===== src/rtl/button_conditioner_pkg.sv =====
// Shared constants and helpers for the button/reset conditioner.
package button_conditioner_pkg;

    // 10 ms of debounce at the 25 MHz PLL clock.
    localparam int DEBOUNCE_10MS_25MHZ = 250000;

    // Counter width needed to hold values up to and including 'cycles'.
    function automatic int debounce_width(input int cycles);
        return $clog2(cycles + 1);
    endfunction

endpackage : button_conditioner_pkg


===== src/rtl/button_conditioner_debounce_ch.sv =====
// One button channel: synchroniser chain, polarity normalisation,
// stability counter, debounced level and one-cycle rise/fall pulses.
module debounce_ch
    import button_conditioner_pkg::*;
#(
    parameter int   SYNC_STAGES_P     = 2,
    parameter int   DEBOUNCE_CYCLES_P = DEBOUNCE_10MS_25MHZ,
    parameter logic IDLE_LEVEL_P      = 1'b0
) (
    input  logic clk_i,
    input  logic reset_n_i,
    input  logic btn_async_unsafe_i,
    output logic btn_o,
    output logic btn_rise_o,
    output logic btn_fall_o
);

    localparam int               CNT_W    = debounce_width(DEBOUNCE_CYCLES_P);
    localparam logic [CNT_W-1:0] CNT_LAST = CNT_W'(DEBOUNCE_CYCLES_P - 1);

    logic [SYNC_STAGES_P-1:0] sync_q, sync_d;
    logic [CNT_W-1:0]         cnt_q, cnt_d;
    logic                     btn_q, btn_d;
    logic                     rise_q, rise_d;
    logic                     fall_q, fall_d;
    logic                     sample;

    // Pressed-is-1 view of the synchronised pin.
    assign sample = sync_q[SYNC_STAGES_P-1] ^ IDLE_LEVEL_P;

    // Shift the raw pin into the synchroniser chain.
    always_comb begin
        sync_d = {sync_q[SYNC_STAGES_P-2:0], btn_async_unsafe_i};
    end

    // Accept a new level only after it has differed for DEBOUNCE_CYCLES_P
    // consecutive cycles; any return to the current level clears the count.
    always_comb begin
        cnt_d  = cnt_q;
        btn_d  = btn_q;
        rise_d = 1'b0;
        fall_d = 1'b0;
        if (sample == btn_q) begin
            cnt_d = '0;
        end else if (cnt_q == CNT_LAST) begin
            cnt_d  = '0;
            btn_d  = sample;
            rise_d = sample;
            fall_d = ~sample;
        end else begin
            cnt_d = cnt_q + CNT_W'(1);
        end
    end

    // State registers; the chain resets to the idle pin level so that no
    // spurious edge is seen when reset is released.
    always_ff @(posedge clk_i or negedge reset_n_i) begin
        if (!reset_n_i) begin
            sync_q <= {SYNC_STAGES_P{IDLE_LEVEL_P}};
            cnt_q  <= '0;
            btn_q  <= 1'b0;
            rise_q <= 1'b0;
            fall_q <= 1'b0;
        end else begin
            sync_q <= sync_d;
            cnt_q  <= cnt_d;
            btn_q  <= btn_d;
            rise_q <= rise_d;
            fall_q <= fall_d;
        end
    end

    assign btn_o      = btn_q;
    assign btn_rise_o = rise_q;
    assign btn_fall_o = fall_q;

endmodule : debounce_ch


===== src/rtl/button_conditioner.sv =====
// Reset and button conditioner: produces a clean active-high reset
// (async assert, sync deassert) and NUM_CH_P debounced button channels.
module button_conditioner
    import button_conditioner_pkg::*;
#(
    parameter int                  NUM_CH_P          = 3,
    parameter int                  SYNC_STAGES_P     = 2,
    parameter int                  DEBOUNCE_CYCLES_P = DEBOUNCE_10MS_25MHZ,
    parameter logic [NUM_CH_P-1:0] ACTIVE_LOW_MASK_P = '0
) (
    input  logic                clk_i,
    input  logic                reset_n_i,
    input  logic [NUM_CH_P-1:0] btn_async_unsafe_i,
    output logic                reset_o,
    output logic [NUM_CH_P-1:0] btn_o,
    output logic [NUM_CH_P-1:0] btn_rise_o,
    output logic [NUM_CH_P-1:0] btn_fall_o
);

    logic [SYNC_STAGES_P-1:0] rst_sync_q, rst_sync_d;

    // Zeros shift in once the board reset is released.
    always_comb begin
        rst_sync_d = {rst_sync_q[SYNC_STAGES_P-2:0], 1'b0};
    end

    // Reset synchroniser: set asynchronously, cleared stage by stage.
    always_ff @(posedge clk_i or negedge reset_n_i) begin
        if (!reset_n_i) begin
            rst_sync_q <= '1;
        end else begin
            rst_sync_q <= rst_sync_d;
        end
    end

    assign reset_o = rst_sync_q[SYNC_STAGES_P-1];

    // Channels run straight from reset_n_i, independent of reset_o.
    for (genvar i = 0; i < NUM_CH_P; i++) begin : g_ch
        debounce_ch #(
            .SYNC_STAGES_P    (SYNC_STAGES_P),
            .DEBOUNCE_CYCLES_P(DEBOUNCE_CYCLES_P),
            .IDLE_LEVEL_P     (ACTIVE_LOW_MASK_P[i])
        ) u_ch (
            .clk_i             (clk_i),
            .reset_n_i         (reset_n_i),
            .btn_async_unsafe_i(btn_async_unsafe_i[i]),
            .btn_o             (btn_o[i]),
            .btn_rise_o        (btn_rise_o[i]),
            .btn_fall_o        (btn_fall_o[i])
        );
    end

endmodule : button_conditioner


===== config.mk =====
export PLATFORM = sky130hd
export DESIGN_NAME = button_conditioner
export DESIGN_NICKNAME = d
export VERILOG_FILES = /design/src/rtl/button_conditioner_pkg.sv /design/src/rtl/button_conditioner_debounce_ch.sv /design/src/rtl/button_conditioner.sv
export SDC_FILE = /design/constraint.sdc
export NUM_CORES = 1
export LEC_CHECK = 0
export ABC_AREA = 1
export BUFFER_PORTS_ARGS = -buffer_cell sky130_fd_sc_hd__buf_4
export CORE_AREA = 2 2 112 103
export DETAILED_ROUTE_END_ITERATION = 10
export DIE_AREA = 0 0 114 105
export PLACE_DENSITY = 0.54
export SETUP_SLACK_MARGIN = 0.2
export SLEW_MARGIN = 20
export SYNTH_ARGS = -nofsm -noshare
export SYNTH_HDL_FRONTEND = slang
export SYNTH_SLANG_ARGS = --single-unit

===== constraint.sdc =====
create_clock -name clk_i -period 1.6 [get_ports clk_i]
set_input_delay 0.08 -clock clk_i [delete_from_list [all_inputs] [get_ports clk_i]]
set_output_delay 0.08 -clock clk_i [all_outputs]
set_load 0.1 [all_outputs]

==> reports/qor.yml <==
drt:
  number_of_violations_reported_at_the_end_of_detailed_routing_iteration_0: 140
  detail_route.wl_per_cell_um: 11.7
  detailedRoute.firstPassIterationCount: 4
  drt.antenna.violating_nets: 0
  postRouteWirelength_mm: 7.36
  drcViolationCount: 0
  number_of_vias_after_detailed_routing: 2835
  via_per_inst: 4.52
final_layout:
  fillCellCount: 1085
  final_instance_count_without_filler_cells: 627
  drive_above_1_share: 0.225
  final_core_utilization: 0.418
  post-route-cell-area_sq_mm: 0.00448
  nNetsFinal: 497
  antenna_cells: 0
  area_growth_pct: 21.5
  mostFrequentLayoutCells: "nor2_1 (108), nand2_1 (80), dfrtp_1 (64)"
  mostFrequentLayoutCell: "nor2_1"
logic_synthesis:
  seq_area_frac_synth: 0.483
  post-synth-top-area-cell: "dfrtp_1"
  synth_area_leaders: "dfrtp_1 (47%), nor2_1 (12%), nand2_1 (8.6%), nand3_1 (4.2%), xor2_1 (3.8%)"
  syn-num-nets: 463
  yosys_register_bits: 71
  synth-warning-count: 0
  synth-edff-count: 0
  synth.top_cell.area_share: 0.468
  synth_area_per_cell_sq_um: 8.10
  ys.flop_type: "dfrtp_1"
  synth_cell_type_count: 29
  post_synth_instance_area_sq_mm: 0.00369
  synthArstFlopShare: 1.00
  synthesis.instances: 455
power_and_ir_drop:
  share_seq_of_total_power: 0.490
  netSwitchingPower_mw: 0.850
  power.density_cell_area_mw_per_mm2: 846
  ir_worst_vdd_uv: 571
  internal_power_mw: 2.94
  clock_power_share: 0.465
  power_mw: 3.79
  power.leakage_nw: 1.85
  p_comb_frac: 0.045
  swShare: 0.224
sta:
  clock.fmax_ghz: 0.727
  timing.final.setup_violations: 0
  timing_max_transition_violations_final: 0
  report.final.hold_viol_count: 0
  unrepaired_setup_endpoints_after_global_routing: "true"
  final_period_minus_worst_setup_slack_ps: 1370
  post-route-period-util: 0.859
  fin_worst_skew_ps: 9.09
  worst_hold_slack_ps: 161
  final_critical_path_setup_slack_ps: 225
  totalNegativeSetupSlack_ps: 0
floorplanning:
  die_w_um: 114
  placementRows: 36
  placeableCoreArea_sq_mm: 0.0107
  initial_utilization: 0.344
  die_height_um: 105
  io_pins: 15
  fp.dieArea_sq_mm: 0.0120
grt:
  first_global_vias: 2671
  grt_util_all_layers: 0.131
  maximum_number_of_pins_on_one_net_before_global_route_repair: 55
  grt_first_pass_wirelength_mm: 12.4
  antenna_violations_before_repair: 0
  globalRouteOverflowTotal: 0
cts:
  clock-sinks: 71
  cts_tree: "built"
  cts_buffers: 9
  clock_transition_at_the_register_clock_pins_on_the_worst_setup_and_hold_paths_after_cts_ps: 50
  ctsLongestPathBuffers: 2
  clockRootBuffer: "clkbuf_16"
  htree_num_levels: 3
  clock_insertion_delay_worst_skew_ps: 340
setup_path:
  worstSetupPathType: "reg -> reg"
  worst_ep_arrival_time_ps: 1590
  r2r_cells: 7
  timing.rr.end: "g_ch[2].u_ch.cnt_q[7]"
  worstReg2RegStart: "g_ch[2].u_ch.cnt_q[0]"
  end_kind: "flip-flop"
  cp_data_required_time_ps: 1820
  worst-path-max-fanout: 5
  cp-start-kind: "flip-flop"
  timing.reg2reg.setup_slack_ps: 230
flow_run:
  cap_violations: 0
placed_design:
  portBuffers: 14
  dpl_cell_area_sq_mm: 0.00394
  hpwlAfterDp_mm: 4.98
  place_worst_setup_slack_ps: 167
  routabilityCongestion: 0.878
  placed_cells: 597
outcome:
  run_status: "finished clean"
min_path:
  holdCritPathClass: "in -> async"
state kept, by name (all words and copies together), names as in the netlist:
register	count
g_ch.u_ch.btn_rise_o	3
g_ch.u_ch.btn_o	3
g_ch.u_ch.sync_q	6
g_ch.u_ch.btn_fall_o	3
rst_sync_q	2
g_ch.u_ch.cnt_q	54
cell families after synthesis:
| group | count (synthesis) | share of synthesized area |
|---|---|---|
| xor gates and xnor gates | 26 | 0.0618 |
| and+or+nand+nor | 284 | 0.356 |
| DFF | 71 | 0.483 |
| AOI/OAI and AO/OA | 17 | 0.0251 |
| buffers and inverters | 53 | 0.0635 |
| other | 1 | 0.00102 |
| adders and majority gates | 3 | 0.0102 |
worst max-delay path, cell delays in order, from the launching register on:
cell	delay, ps
dfrtp_1	400
ha_4	170
nand2_4	60
nor2_4	160
buf_6	140
nand3_4	140
nand2_8	140
nor2_1	40
cell type report:
class / instances / area (sq um) / area share
Clock buffer: 14 / 244 / 0.0545
Tap cell: 133 / 166 / 0.0372
Inverter: 43 / 164 / 0.0366
Clock inverter: 2 / 10.0 / 0.00224
Multi-Input combinational cell: 333 / 1850 / 0.413
Sequential cell: 71 / 1790 / 0.399
Timing Repair Buffer: 31 / 259 / 0.0578
layer usage:
layer	GRT usage	vias to the layer above	wire [um]
li1	-	1467	-
met1	0.173	1306	3660
met5	0	-	0
met3	0.0418	13	272
met2	0.197	49	3270
met4	0.0575	0	164
Yosys cell counts (3+ instances only):
| cell | number |
|---|---|
| nand2_1 | 84 |
| nor2_2 | 10 |
| a21oi_1 | 8 |
| nor3b_1 | 3 |
| xnor2_1 | 10 |
| nand4_1 | 3 |
| nand3_1 | 31 |
| buf_4 | 9 |
| ha_1 | 3 |
| nor2_4 | 10 |
| inv_2 | 6 |
| o21bai_1 | 3 |
| o21ai_1 | 4 |
| inv_1 | 37 |
| nor3_1 | 5 |
| xor2_1 | 16 |
| nand2_2 | 8 |
| nor2_1 | 120 |
| dfrtp_1 | 69 |
how the worst max path moves through the flow:
stage	start	to	slack (ps)	cells past startpoint
4_1_cts	g_ch[2].u_ch.cnt_q[0]	g_ch[2].u_ch.cnt_q[0]	190	6
3_3_place_gp	g_ch[2].u_ch.cnt_q[0]	g_ch[2].u_ch.cnt_q[14]	200	8
6_report	g_ch[2].u_ch.cnt_q[0]	g_ch[2].u_ch.cnt_q[7]	230	7
5_1_grt	g_ch[0].u_ch.cnt_q[0]	g_ch[0].u_ch.cnt_q[14]	120	8
2_1_floorplan	g_ch[1].u_ch.cnt_q[0]	g_ch[1].u_ch.cnt_q[14]	330	8
3_5_place_dp	g_ch[2].u_ch.cnt_q[0]	g_ch[2].u_ch.cnt_q[11]	170	6
power groups by stage:
stage	Sequential (mW)	Combinational (mW)	Clock (mW)
after floorplan	1.89	0.0570	0
after global routing	1.86	0.198	1.90
after global placement	1.88	0.140	0
after detailed placement	1.88	0.141	0
final	1.86	0.172	1.76
after CTS	1.85	0.153	1.82
timing repair:
action,CTS,global route
endpoints found under the setup margin,12,41
endpoints found under the hold margin,72,0
resized for setup,4,40
buffers inserted,3,5
hold buffers,4,0
pin swaps,2,18
cloned,0,2
(Power assumes the default switching activity.)
